===== config.mk =====
export PLATFORM = sky130hd
export DESIGN_NAME = alu_share_arbiter_flat
export DESIGN_NICKNAME = d
export VERILOG_FILES = /design/src/rtl/alu_share_arbiter_if.sv /design/src/rtl/alu_share_arbiter.sv /design/src/flat_wrapper.sv
export SDC_FILE = /design/constraint.sdc
export NUM_CORES = 1
export LEC_CHECK = 0
export ABC_AREA = 1
export CAP_MARGIN = 30
export CORE_AREA = 2 2 115 117
export DETAILED_ROUTE_END_ITERATION = 12
export DIE_AREA = 0 0 117 119
export GPL_ROUTABILITY_DRIVEN = 0
export PLACE_DENSITY = 0.94
export SLEW_MARGIN = 0
export SYNTH_ARGS = -nofsm -noshare
export SYNTH_HDL_FRONTEND = slang
export SYNTH_SLANG_ARGS = --single-unit
export TNS_END_PERCENT = 1

===== constraint.sdc =====
create_clock -name clk -period 3.7 [get_ports clk]
set_input_delay 0.925 -clock clk [delete_from_list [all_inputs] [get_ports clk]]
set_output_delay 0.925 -clock clk [all_outputs]
set_load 0.005 [all_outputs]

===== src/rtl/alu_share_arbiter_if.sv =====
// Requester, ALU and response signals shared between alu_share_arbiter and its environment.
interface alu_share_arbiter_if #(
  parameter int unsigned WIDTH = 32
);
  logic [1:0]       req_valid;
  logic [1:0]       req_ready;
  logic [3:0]       req0_funct;
  logic [WIDTH-1:0] req0_a;
  logic [WIDTH-1:0] req0_b;
  logic [3:0]       req1_funct;
  logic [WIDTH-1:0] req1_a;
  logic [WIDTH-1:0] req1_b;
  logic [3:0]       alu_functc;
  logic [WIDTH-1:0] alu_a;
  logic [WIDTH-1:0] alu_b;
  logic [WIDTH-1:0] alu_out;
  logic             rsp_valid;
  logic             rsp_ready;
  logic             rsp_id;
  logic [WIDTH-1:0] rsp_data;
  logic             rsp_zero;
  logic             rsp_err;
  logic             busy;

  modport slave (
    input  req_valid, req0_funct, req0_a, req0_b, req1_funct, req1_a, req1_b,
           alu_out, rsp_ready,
    output req_ready, alu_functc, alu_a, alu_b, rsp_valid, rsp_id, rsp_data,
           rsp_zero, rsp_err, busy
  );

  modport master (
    output req_valid, req0_funct, req0_a, req0_b, req1_funct, req1_a, req1_b,
           alu_out, rsp_ready,
    input  req_ready, alu_functc, alu_a, alu_b, rsp_valid, rsp_id, rsp_data,
           rsp_zero, rsp_err, busy
  );
endinterface


===== src/rtl/alu_share_arbiter.sv =====
// Round-robin sharing of one combinational ALU between two requesters, with
// registered operands held through execution and a registered valid/ready response.
module alu_share_arbiter #(
  parameter int unsigned WIDTH      = 32,
  parameter int unsigned SIMPLE_LAT = 1,
  parameter int unsigned MULDIV_LAT = 4
) (
  input  logic                clk,
  input  logic                rst_n,
  alu_share_arbiter_if.slave  bus
);
  localparam int unsigned MAX_LAT = (SIMPLE_LAT > MULDIV_LAT) ? SIMPLE_LAT : MULDIV_LAT;
  localparam int unsigned CW      = (MAX_LAT > 2) ? $clog2(MAX_LAT) : 1;

  typedef enum logic [1:0] {
    IDLE = 2'd0,
    EXEC = 2'd1,
    RESP = 2'd2
  } state_t;

  state_t           state;
  state_t           state_next;
  logic             last_grant;
  logic             grant;
  logic             any_valid;
  logic             accept;
  logic [3:0]       sel_funct;
  logic [WIDTH-1:0] sel_a;
  logic [WIDTH-1:0] sel_b;
  logic             sel_legal;
  logic             sel_muldiv;
  logic             sel_div0;
  logic [CW-1:0]    cnt;
  logic [3:0]       op_funct;
  logic [WIDTH-1:0] op_a;
  logic [WIDTH-1:0] op_b;
  logic             rsp_id_q;
  logic [WIDTH-1:0] rsp_data_q;
  logic             rsp_zero_q;
  logic             rsp_err_q;

  // Pick the winner (tie goes to the requester not served last) and decode its op.
  always_comb begin
    any_valid  = |bus.req_valid;
    grant      = (&bus.req_valid) ? ~last_grant : bus.req_valid[1];
    sel_funct  = grant ? bus.req1_funct : bus.req0_funct;
    sel_a      = grant ? bus.req1_a     : bus.req0_a;
    sel_b      = grant ? bus.req1_b     : bus.req0_b;
    sel_legal  = 1'b0;
    case (sel_funct)
      4'b0010, 4'b0110, 4'b0000, 4'b0001,
      4'b0011, 4'b0100, 4'b1010, 4'b1111: sel_legal = 1'b1;
      default:                            sel_legal = 1'b0;
    endcase
    sel_muldiv = (sel_funct == 4'b1010) || (sel_funct == 4'b1111);
    sel_div0   = (sel_funct == 4'b1111) && (sel_b == '0);
    accept     = (state == IDLE) && any_valid;
  end

  // Next state: error ops bypass EXEC straight to the response.
  always_comb begin
    state_next = state;
    case (state)
      IDLE:    if (any_valid) state_next = (!sel_legal || sel_div0) ? RESP : EXEC;
      EXEC:    if (cnt == '0) state_next = RESP;
      RESP:    if (bus.rsp_ready) state_next = IDLE;
      default: state_next = IDLE;
    endcase
  end

  // State register.
  always_ff @(posedge clk or negedge rst_n) begin
    if (!rst_n) state <= IDLE;
    else        state <= state_next;
  end

  // Capture the granted op, count EXEC cycles and register the response.
  always_ff @(posedge clk or negedge rst_n) begin
    if (!rst_n) begin
      last_grant <= 1'b1;
      cnt        <= '0;
      op_funct   <= '0;
      op_a       <= '0;
      op_b       <= '0;
      rsp_id_q   <= 1'b0;
      rsp_data_q <= '0;
      rsp_zero_q <= 1'b0;
      rsp_err_q  <= 1'b0;
    end else if (accept) begin
      last_grant <= grant;
      rsp_id_q   <= grant;
      op_funct   <= sel_funct;
      op_a       <= sel_a;
      op_b       <= sel_b;
      cnt        <= sel_muldiv ? CW'(MULDIV_LAT - 1) : CW'(SIMPLE_LAT - 1);
      if (!sel_legal) begin
        rsp_data_q <= '0;
        rsp_zero_q <= 1'b0;
        rsp_err_q  <= 1'b1;
      end else if (sel_div0) begin
        rsp_data_q <= '1;
        rsp_zero_q <= 1'b0;
        rsp_err_q  <= 1'b1;
      end
    end else if (state == EXEC) begin
      if (cnt == '0) begin
        rsp_data_q <= bus.alu_out;
        rsp_zero_q <= (bus.alu_out == '0);
        rsp_err_q  <= 1'b0;
      end else begin
        cnt <= cnt - CW'(1);
      end
    end
  end

  assign bus.req_ready  = accept ? (grant ? 2'b10 : 2'b01) : 2'b00;
  assign bus.alu_functc = op_funct;
  assign bus.alu_a      = op_a;
  assign bus.alu_b      = op_b;
  assign bus.rsp_valid  = (state == RESP);
  assign bus.rsp_id     = rsp_id_q;
  assign bus.rsp_data   = rsp_data_q;
  assign bus.rsp_zero   = rsp_zero_q;
  assign bus.rsp_err    = rsp_err_q;
  assign bus.busy       = (state != IDLE);
endmodule

===== src/flat_wrapper.sv =====
// flat-port wrapper written by rule: the top's interface ports become plain ports
module alu_share_arbiter_flat 
#(
  parameter int unsigned WIDTH      = 32,
  parameter int unsigned SIMPLE_LAT = 1,
  parameter int unsigned MULDIV_LAT = 4
)
  (clk, rst_n, bus_req_valid, bus_req0_funct, bus_req0_a, bus_req0_b, bus_req1_funct, bus_req1_a, bus_req1_b, bus_alu_out, bus_rsp_ready, bus_req_ready, bus_alu_functc, bus_alu_a, bus_alu_b, bus_rsp_valid, bus_rsp_id, bus_rsp_data, bus_rsp_zero, bus_rsp_err, bus_busy);
  alu_share_arbiter_if #(.WIDTH(WIDTH)) bus_i ();
  input  logic clk;
  input  logic rst_n;
  input wire logic [$bits(bus_i.req_valid)-1:0] bus_req_valid;
  input wire logic [$bits(bus_i.req0_funct)-1:0] bus_req0_funct;
  input wire logic [$bits(bus_i.req0_a)-1:0] bus_req0_a;
  input wire logic [$bits(bus_i.req0_b)-1:0] bus_req0_b;
  input wire logic [$bits(bus_i.req1_funct)-1:0] bus_req1_funct;
  input wire logic [$bits(bus_i.req1_a)-1:0] bus_req1_a;
  input wire logic [$bits(bus_i.req1_b)-1:0] bus_req1_b;
  input wire logic [$bits(bus_i.alu_out)-1:0] bus_alu_out;
  input wire logic [$bits(bus_i.rsp_ready)-1:0] bus_rsp_ready;
  output wire logic [$bits(bus_i.req_ready)-1:0] bus_req_ready;
  output wire logic [$bits(bus_i.alu_functc)-1:0] bus_alu_functc;
  output wire logic [$bits(bus_i.alu_a)-1:0] bus_alu_a;
  output wire logic [$bits(bus_i.alu_b)-1:0] bus_alu_b;
  output wire logic [$bits(bus_i.rsp_valid)-1:0] bus_rsp_valid;
  output wire logic [$bits(bus_i.rsp_id)-1:0] bus_rsp_id;
  output wire logic [$bits(bus_i.rsp_data)-1:0] bus_rsp_data;
  output wire logic [$bits(bus_i.rsp_zero)-1:0] bus_rsp_zero;
  output wire logic [$bits(bus_i.rsp_err)-1:0] bus_rsp_err;
  output wire logic [$bits(bus_i.busy)-1:0] bus_busy;
  assign bus_i.req_valid = bus_req_valid;
  assign bus_i.req0_funct = bus_req0_funct;
  assign bus_i.req0_a = bus_req0_a;
  assign bus_i.req0_b = bus_req0_b;
  assign bus_i.req1_funct = bus_req1_funct;
  assign bus_i.req1_a = bus_req1_a;
  assign bus_i.req1_b = bus_req1_b;
  assign bus_i.alu_out = bus_alu_out;
  assign bus_i.rsp_ready = bus_rsp_ready;
  assign bus_req_ready = bus_i.req_ready;
  assign bus_alu_functc = bus_i.alu_functc;
  assign bus_alu_a = bus_i.alu_a;
  assign bus_alu_b = bus_i.alu_b;
  assign bus_rsp_valid = bus_i.rsp_valid;
  assign bus_rsp_id = bus_i.rsp_id;
  assign bus_rsp_data = bus_i.rsp_data;
  assign bus_rsp_zero = bus_i.rsp_zero;
  assign bus_rsp_err = bus_i.rsp_err;
  assign bus_busy = bus_i.busy;
  alu_share_arbiter #(.WIDTH(WIDTH), .SIMPLE_LAT(SIMPLE_LAT), .MULDIV_LAT(MULDIV_LAT)) u_core (.clk(clk), .rst_n(rst_n), .bus(bus_i));
endmodule

==> run_results.csv, run 1 <==
group,metric,value,unit
outcome,status,"completed",
cells_and_area,multi_input_area,0.00237,mm2
clock_network,cts_resized,0,
timing,clock_skew,0.00779,ns
die,die_w,117,um
power_and_ir_drop,pwr-share-comb,51.2,%
power_and_ir_drop,seq_power_share,32.2,%
cells_and_area,layout.nets,1178,
job,max_cap_viol_count,0,
clock_network,insertion_delay,0.35,ns
drt,first_pass_iters,7,
min_path,hold_class,"flip-flop to flip-flop",
power_and_ir_drop,p_leak,4.22,nW
clock_network,htree_levels,3,
worst_setup_path,worst-path-stages,6,
die,die_h,119,um
timing,period_share,91.7,%
clock_network,path_clk_slew,0.07,ns
power_and_ir_drop,peakVddDrop,0.320,mV
logic_synthesis,seq_area_frac_synth,49.4,%
worst_setup_path,critPathSlowestCell,"clkdlybuf4s50_1",
logic_synthesis,netlist_instances,740,
worst_setup_path,path_max_fanout,3,
cells_and_area,post-route-util,68.0,%
power_and_ir_drop,swShare,37.0,%
global_routing,grt_pass1_vias,5743,
die,core_area,0.0129,mm2
global_routing,grt_usage,26.2,%
worst_setup_path,arrival,2.47,ns
worst_setup_path,cp_top_family,"buffers and inverters",
clock_network,clock-root-buffer,"clkbuf_16",
drt,drt_wl_total,18200,um
place,place_hpwl,13500,um
clock_network,cts_setup_buffers,0,
cells_and_area,seqCellArea,0.00270,mm2
cells_and_area,drive_gt1_share,4.07,%
timing,fmax,0.295,GHz
timing,holdWs,0.475,ns
timing,setup-violations-final,0,
logic_synthesis,synth_area_per_cell,7.39,um2
timing,fin_tns_setup,0,ns
cells_and_area,area_delta_synth_final,60.1,%
global_routing,grt_pass1_wl,28400,um
timing,tightest_slew,0.629,ns
timing,finalHoldViolCount,0,
clock_network,cts_hold_buf,0,
power_and_ir_drop,p_per_area,751,mW/mm2
worst_setup_path,r2r_cells,15,
drt,vias,6021,
drt,avgViaCountPerCell,5.09,
clock_network,cts_tree,"yes",
die,io_pins,280,
drt,drc_errors,0,
clock_network,numCtsBuffers,9,
die,rows,42,
cells_and_area,fill_cells,996,
drt,drtIter0Drc,592,
timing,rsz0062_at_grt,"false",
timing,report.final.slew_viol_count,0,
timing,fin_ws,0.307,ns
global_routing,antenna_found_initial,0,
worst_setup_path,crit_buf_inv,4,
worst_setup_path,worstPathCellList,"clkdlybuf4s50_1 > inv_1 > a21oi_4 > clkinv_2 > nor2_2 > clkdlybuf4s50_1",
timing,period_needed,3.39,ns
power_and_ir_drop,internal_power,4.14,mW
worst_setup_path,cpPeakStageDelay,0.56,ns
logic_synthesis,syn_area,0.00547,mm2
timing,slew_headroom,58.0,%
place,io_buffers,279,
power_and_ir_drop,power.clock.fraction,16.6,%
worst_setup_path,critPathRequiredTime,2.77,ns
worst_setup_path,cp-start-kind,"primary input",
logic_synthesis,syn-num-nets,915,
logic_synthesis,ys_types,24,
worst_setup_path,worst_path_most_repeated_cell,"clkdlybuf4s50_1",
logic_synthesis,synth_seq_cells,108,
worst_setup_path,end_kind,"output pin",
global_routing,grt_remaining_overflow,0,
global_routing,grt_max_degree,98,
drt,ant_nets,0,
power_and_ir_drop,p_switching,2.43,mW
clock_network,cts_sinks,108,
logic_synthesis,yosys_warnings,0,
drt,wl_per_cell,15.4,um
clock_network,clock_tree.buffer_depth,2,
die,die_area,0.0139,mm2
die,initial_core_util,42.5,%
place,place_ws,0.281,ns
cells_and_area,antenna_cells,0,
min_path,min_path_cells,2,
worst_setup_path,rrSetupSlack,1.14,ns
worst_setup_path,critical_path_class,"primary input to output pin",
layout by cell type (no fill, tap or decap), drive strengths merged:
cell type / count
nand2: 354
clkdlybuf4s50: 278
dfrtp: 107
nand3: 70
inv: 48
o21ai: 40
nor2: 30
nand3b: 21
buf: 16
clkbuf: 11
a31oi: 8
nor4: 8
clkinv: 3
bufinv: 3
o211ai: 2
nand4: 2
nor3: 2
ha: 2
a21oi: 2
dfstp: 1
kinds of logic (layout without fill, tap and decap cells):
logic type | count (synthesis) | after routing | synth area share (%)
compound gates | 52 | 52 | 5.24
fa+ha+maj | 2 | 2 | 0.457
buf+inv | 91 | 359 | 7.39
flops | 108 | 108 | 49.4
simple gates | 487 | 487 | 37.5
cell type report:
cell class,count,area share [%]
Inverter,49,2.11
Tap cell,176,2.52
Clock buffer,11,2.66
Clock inverter,5,1.14
Sequential cell,108,30.9
Multi-Input combinational cell,541,27.0
Timing Repair Buffer,294,33.7
layer usage:
metal  global-route usage [%]  share of wire, %  vias to the layer above
li1                         -                 -                     2854
met1                     29.8                36                     2805
met2                     45.6                51                      308
met3                     7.33               9.5                       54
met4                     10.5               3.3                        0
met5                        0                 0                        -
power groups by stage:
stage / Combinational [mW] / Sequential [mW] / Clock [mW]
2_1_floorplan: 1.51 / 2.13 / 0
3_3_place_gp: 3.22 / 2.10 / 0
3_5_place_dp: 3.37 / 2.12 / 0
4_1_cts: 3.40 / 2.12 / 1.10
5_1_grt: 3.73 / 2.18 / 1.16
6_report: 3.37 / 2.12 / 1.09
sequential cells by signal, summed over array words and instances, names as in the netlist:
signal / flops
u_core.state: 2
u_core.bus.rsp_data: 32
u_core.bus.alu_a: 32
u_core.last_grant: 1
u_core.bus.rsp_id: 1
u_core.bus.rsp_zero: 1
u_core.bus.alu_b: 32
u_core.bus.alu_functc: 4
u_core.bus.rsp_err: 1
u_core.cnt: 2
synthesized netlist by cell type:
cell type | number | area (um2)
buf_2 | 11 | 55.1
buf_4 | 5 | 37.5
o21ai_0 | 34 | 170
dfrtp_1 | 107 | 2680
clkbuf_1 | 22 | 82.6
buf_6 | 4 | 45.0
nand4_1 | 2 | 12.5
nor4_1 | 8 | 50.1
a21oi_1 | 1 | 5.00
ha_1 | 2 | 25.0
nand2_2 | 2 | 12.5
nand3_1 | 70 | 350
inv_1 | 48 | 180
o211ai_1 | 2 | 15.0
nand2_1 | 349 | 1310
nor2_1 | 30 | 113
a31oi_1 | 8 | 50.1
inv_2 | 1 | 3.75
a21oi_4 | 1 | 16.3
nand3b_1 | 21 | 158
nor3_1 | 2 | 10.0
dfstp_2 | 1 | 26.3
nand2_4 | 3 | 33.8
o21ai_1 | 6 | 30.0
final timing paths:
check | start | to
worst max-delay path | bus_req_valid[1] | bus_req_ready[0]
worst min-delay path | u_core.bus.rsp_id | u_core.bus.rsp_id
worst max register to register | u_core.last_grant | u_core.bus.rsp_data[1]
worst min register to register | u_core.bus.rsp_id | u_core.bus.rsp_id
max in group asynchronous | rst_n | u_core.bus.alu_a[15]
min in group asynchronous | rst_n | u_core.bus.rsp_data[5]
tightest hold or removal path: stages (launching register included):
cell and delay [ns]:
dfrtp_1 0.34, nand2_1 0.05, nand2_1 0.05
through the flow:
step           area (um2)  cells  total power [mW]
2_1_floorplan        5470    740              3.64
3_3_place_gp         8400   1167              5.32
3_5_place_dp         8420   1168              5.49
4_1_cts              8760   1184              6.62
5_1_grt              8760   1184              7.06
6_report             8760   1184              6.58
Power figures use the tool's default switching activity.
==> run 2, diff against run 1 <==
--- a/config.mk
+++ b/config.mk
@@ -7,13 +7,13 @@
 export LEC_CHECK = 0
 export ABC_AREA = 1
 export CAP_MARGIN = 30
-export CORE_AREA = 2 2 115 117
+export CORE_AREA = 2 2 95 142
 export DETAILED_ROUTE_END_ITERATION = 12
-export DIE_AREA = 0 0 117 119
+export DIE_AREA = 0 0 97 144
 export GPL_ROUTABILITY_DRIVEN = 0
 export PLACE_DENSITY = 0.94
 export SLEW_MARGIN = 0
 export SYNTH_ARGS = -nofsm -noshare
 export SYNTH_HDL_FRONTEND = slang
 export SYNTH_SLANG_ARGS = --single-unit
-export TNS_END_PERCENT = 1
+export TNS_END_PERCENT = 100
==> run 2 against run 1 <==
Sequential share of layout area grew 0.32 points. Die area grew 0.32%. Utilization fell by 0.44 points. Clock-buffer cell count grew 1. Critical path type unchanged.
==> run_results.csv, run 2 (synthesis gave the netlist of run 1 again) <==
group,metric,value,unit
drt,avgViaCountPerCell,5.04,
min_path,hp-start,"u_core.bus.rsp_err",
die,core_area,0.0128,mm2
global_routing,grt_max_degree,68,
place,place_hpwl,13800,um
cells_and_area,antenna_cells,0,
place,placed_area,0.00838,mm2
drt,routedLengthMet1,6940,um
drt,wl_per_cell,15.5,um
power_and_ir_drop,peakVddDrop,0.327,mV
global_routing,grt_pass1_wl,27800,um
drt,top_layer_used,"met4",
worst_setup_path,critical_path_class,"primary input to output pin",
worst_setup_path,path_max_fanout,14,
worst_setup_path,cp-startpoint,"bus_req_valid[0]",
die,die_h,144,um
drt,wl_met2,9440,um
timing,slew_headroom,53.1,%
die,die_area,0.0140,mm2
power_and_ir_drop,p_per_area,736,mW/mm2
die,die_w,97,um
worst_setup_path,critPathRequiredTime,2.77,ns
clock_network,path_clk_slew,0.07,ns
die,initial_core_util,42.6,%
timing,setup-violations-final,0,
global_routing,grt_usage,25.0,%
clock_network,insertion_delay,0.35,ns
cells_and_area,post-route-util,67.6,%
die,rows,51,
global_routing,antenna_found_initial,0,
drt,first_pass_iters,5,
drt,drtIter0Drc,264,
timing,report.final.slew_viol_count,0,
timing,fmax,0.290,GHz
timing,clock_skew,0.0103,ns
clock_network,cts_sinks,108,
clock_network,htree_levels,3,
worst_setup_path,reg2reg_from,"u_core.last_grant",
die,io_pins,280,
drt,drt_wl_total,18100,um
global_routing,grt_remaining_overflow,0,
cells_and_area,mostFrequentLayoutCell,"nand2_1",
timing,rsz0062_at_grt,"false",
drt,ant_nets,0,
drt,drc_errors,0,
min_path,hold_class,"flip-flop to flip-flop",
drt,vias,5879,
worst_setup_path,arrival,2.52,ns
outcome,status,"completed",
power_and_ir_drop,p_leak,4.18,nW
cells_and_area,finalInstanceArea,0.00867,mm2
clock_network,clock-root-buffer,"clkbuf_16",
worst_setup_path,end_kind,"output pin",
place,io_buffers,279,
clock_network,cts_resized,0,
clock_network,cts_setup_buffers,0,
clock_network,cts_tree,"yes",
worst_setup_path,cp-start-kind,"primary input",
timing,finalHoldViolCount,0,
timing,period_share,93.2,%
global_routing,grt_pass1_vias,5598,
clock_network,numCtsBuffers,9,
cells_and_area,drive_gt1_share,4.17,%
timing,tightest_slew,0.704,ns
cells_and_area,layout.nets,1178,
drt,wl_met3,999,um
cells_and_area,layout_common_cells,"nand2_1 (349), clkdlybuf4s50_1 (278), dfrtp_1 (107)",
clock_network,clock_tree.buffer_depth,2,
timing,period_needed,3.45,ns
cells_and_area,area_delta_synth_final,58.5,%
timing,fin_tns_setup,0,ns
clock_network,cts_hold_buf,0,
job,max_cap_viol_count,0,
run 2: cell types whose count changed in the layout (fill, tap and decap cells not counted):
cell	before	now
clkinvlp_4	0	2
inv_6	0	1
clkbuf_8	0	2
clkbuf_1	2	1
clkinv_4	0	1
buf_4	13	15
clkinv_2	3	1
bufinv_16	3	0
buf_12	2	0
run 2: worst paths after layout:
| path | slack [ns] | cells past startpoint | to |
|---|---|---|---|
| max | 0.25 | 6 | bus_req_ready[0] |
| min in group asynchronous | 0.63 | 1 | u_core.bus.rsp_data[7] |
| max reg2reg | 1.02 | 15 | u_core.bus.rsp_data[12] |
| min | 0.48 | 2 | u_core.bus.rsp_err |
| min reg2reg | 0.48 | 2 | u_core.bus.rsp_err |
| max in group asynchronous | 2.12 | 2 | u_core.bus.alu_a[14] |
run 2: critical path, cell delays in order:
cell and delay, ns:
clkdlybuf4s50_1 0.49, nand2_2 0.08, nand2_4 0.15, inv_2 0.13, nor2_2 0.16, clkdlybuf4s50_1 0.57
run 2: through the flow:
| stage | cells | total power, mW | hold WS [ns] | worst slack (ns) |
|---|---|---|---|---|
| after floorplan | 740 | 3.64 | 0.451 | 0.759 |
| after global placement | 1150 | 5.32 | 0.462 | 0.221 |
| after detailed placement | 1151 | 5.48 | 0.466 | 0.128 |
| after CTS | 1167 | 6.43 | 0.486 | 0.225 |
| after global routing | 1167 | 6.86 | 0.500 | 0.151 |
| final | 1167 | 6.38 | 0.484 | 0.252 |
run 2: report_power, final:
part | internal (mW) | leakage [nW] | total (mW) | switching (mW)
clock network | 0.498 | 0.135 | 0.937 | 0.438
logic | 1.69 | 2.73 | 3.33 | 1.64
registers | 1.78 | 1.32 | 2.11 | 0.335
total | 3.97 | 4.18 | 6.38 | 2.41
run 2: area by class of cell:
type	count	area [um2]
Fill cell	1038	4160
Timing Repair Buffer	294	2920
Sequential cell	108	2700
Multi-Input combinational cell	541	2370
Clock buffer	12	256
Tap cell	159	199
Inverter	49	185
Clock inverter	4	32.5
run 2: per-layer routing:
metal,GRT usage [%],vias up
met2,44.3,247
li1,-,2860
met5,0,-
met4,11.9,0
met1,29.9,2723
met3,3.67,49
==> run 3, diff against run 2 <==
--- a/config.mk
+++ b/config.mk
@@ -8,6 +8,7 @@
 export ABC_AREA = 1
 export CAP_MARGIN = 30
 export CORE_AREA = 2 2 95 142
+export CTS_CLUSTER_DIAMETER = 80
 export DETAILED_ROUTE_END_ITERATION = 12
 export DIE_AREA = 0 0 97 144
 export GPL_ROUTABILITY_DRIVEN = 0
==> constraint.sdc (replaced) <==
create_clock -name clk -period 4.3 [get_ports clk]
set_input_delay 1.075 -clock clk [delete_from_list [all_inputs] [get_ports clk]]
set_output_delay 1.075 -clock clk [all_outputs]
set_load 0.005 [all_outputs]
==> run 3 against run 2 <==
Utilization hardly changed. Sequential share of layout area hardly changed. Cell count is 0.34% lower. Setup slack better by 0.17 ns. Register-to-register slack better by 0.60 ns. Final area hardly changed. Largest power group unchanged. Sequential power is 15% lower. Clock-buffer cell count is 1 lower. Via count is 1.3% lower. First-iteration DRC count is 17% lower.
==> run_results.csv, run 3 (synthesis gave the netlist of run 1 again) <==
group,metric,value,unit
die,initial_core_util,42.6,%
clock_network,clock_tree.buffer_depth,2,
die,die_w,97,um
clock_network,path_clk_slew,0.07,ns
timing,rsz0062_at_grt,"false",
timing,finalHoldViolCount,0,
global_routing,grt_remaining_overflow,0,
job,max_cap_viol_count,0,
worst_setup_path,reg2reg_from,"u_core.last_grant",
cells_and_area,antenna_cells,0,
timing,holdWs,0.484,ns
die,core_area,0.0128,mm2
timing,clock_skew,0.0102,ns
global_routing,antenna_found_initial,0,
place,io_buffers,279,
die,io_pins,280,
worst_setup_path,critPathSlowestCell,"clkdlybuf4s50_1",
clock_network,cts_hold_buf,0,
outcome,status,"completed",
timing,period_needed,3.87,ns
worst_setup_path,end_kind,"output pin",
drt,drt_wl_total,17800,um
die,die_h,144,um
worst_setup_path,cp-startpoint,"bus_req_valid[1]",
worst_setup_path,critical_path_class,"primary input to output pin",
clock_network,cts_sinks,108,
die,rows,51,
place,place_hpwl,13700,um
cells_and_area,area_delta_synth_final,58.4,%
timing,report.final.slew_viol_count,0,
clock_network,numCtsBuffers,9,
timing,slew_headroom,59.7,%
worst_setup_path,cpPeakStageDelay,0.67,ns
worst_setup_path,cp-start-kind,"primary input",
cells_and_area,drive_gt1_share,3.69,%
die,die_area,0.0140,mm2
clock_network,htree_levels,3,
worst_setup_path,setup.worst_path.end,"bus_req_ready[0]",
worst_setup_path,path_max_fanout,9,
timing,setup-violations-final,0,
global_routing,grt_usage,24.9,%
drt,drc_errors,0,
drt,avgViaCountPerCell,4.99,
cells_and_area,layout.nets,1175,
drt,vias,5801,
timing,tightest_slew,0.604,ns
worst_setup_path,worstPathCellList,"clkdlybuf4s50_1 > inv_1 > a21oi_4 > clkinv_2 > nor2_2 > clkdlybuf4s50_1",
clock_network,insertion_delay,0.34,ns
power_and_ir_drop,peakVddDrop,0.316,mV
worst_setup_path,critPathRequiredTime,3.22,ns
worst_setup_path,reg2reg_to,"u_core.bus.rsp_data[23]",
clock_network,cts_setup_buffers,0,
global_routing,grt_max_degree,69,
drt,first_pass_iters,5,
worst_setup_path,worst_path_most_repeated_cell,"clkdlybuf4s50_1",
global_routing,grt_pass1_vias,5703,
clock_network,clock-root-buffer,"clkbuf_16",
power_and_ir_drop,p_leak,4.18,nW
drt,wl_per_cell,15.3,um
clock_network,cts_tree,"yes",
cells_and_area,mostFrequentLayoutCell,"nand2_1",
worst_setup_path,rrSetupSlack,1.62,ns
clock_network,cts_resized,0,
timing,period_share,90.1,%
worst_setup_path,arrival,2.80,ns
timing,fmax,0.258,GHz
worst_setup_path,r2r_cells,15,
drt,drtIter0Drc,220,
global_routing,grt_pass1_wl,28000,um
power_and_ir_drop,p_per_area,632,mW/mm2
drt,ant_nets,0,
timing,fin_tns_setup,0,ns
cells_and_area,fill_cells,1058,
min_path,hold_class,"flip-flop to flip-flop",
cells_and_area,layout_common_cells,"nand2_1 (349), clkdlybuf4s50_1 (278), dfrtp_1 (107)",
## run 3: cell type report
type,instances,area (um2),area share (%)
tap,159,199,2.30
sequential,108,2700,31.2
clock inverter,4,51.3,0.592
clock buffer,11,233,2.69
inverter,49,185,2.14
timing repair buffer,291,2930,33.8
multi-input combinational,541,2370,27.3
## run 3: where the power goes
part	total [mW]	switching, mW	internal [mW]	leakage (nW)
clock network	0.807	0.357	0.450	0.136
registers	1.80	0.275	1.53	1.32
logic	2.87	1.41	1.46	2.73
## run 3: worst max-delay path: cells and delay by family
family,cells,cell delay [ns]
compound gates,1,0.16
buf+inv,4,1.43
simple gates,1,0.13
## run 3: through the flow
| step | area [um2] | power (mW) | setup slack [ns] | instances | utilization [%] |
|---|---|---|---|---|---|
| final | 8660 | 5.48 | 0.426 | 1163 | 67.5 |
| after global routing | 8660 | 5.90 | 0.330 | 1163 | 67.5 |
| after CTS | 8660 | 5.52 | 0.381 | 1163 | 67.5 |
| after detailed placement | 8380 | 4.70 | 0.385 | 1148 | 65.3 |
| after global placement | 8350 | 4.56 | 0.393 | 1147 | 65.1 |
| after floorplan | 5470 | 3.13 | 1.06 | 740 | - |
## run 3: metal layers
| metal | up-vias | part of all wire, % | track usage [%] |
|---|---|---|---|
| met2 | 230 | 53 | 44.4 |
| met5 | - | 0 | 0 |
| met1 | 2668 | 37 | 28.6 |
| met4 | 0 | 4.8 | 12.8 |
| met3 | 53 | 5.4 | 4.69 |
| li1 | 2850 | - | - |
## run 3: worst min path at each step
| stage | from | endpoint | slack (ns) | depth (start not counted) |
|---|---|---|---|---|
| after floorplan | u_core.last_grant | u_core.last_grant | 0.45 | 2 |
| after global placement | u_core.bus.rsp_id | u_core.bus.rsp_id | 0.46 | 2 |
| after detailed placement | u_core.bus.alu_b[28] | u_core.bus.alu_b[28] | 0.47 | 2 |
| after CTS | u_core.bus.alu_b[28] | u_core.bus.alu_b[28] | 0.49 | 2 |
| after global routing | u_core.bus.alu_b[26] | u_core.bus.alu_b[26] | 0.50 | 2 |
| final | u_core.bus.alu_b[24] | u_core.bus.alu_b[24] | 0.48 | 2 |
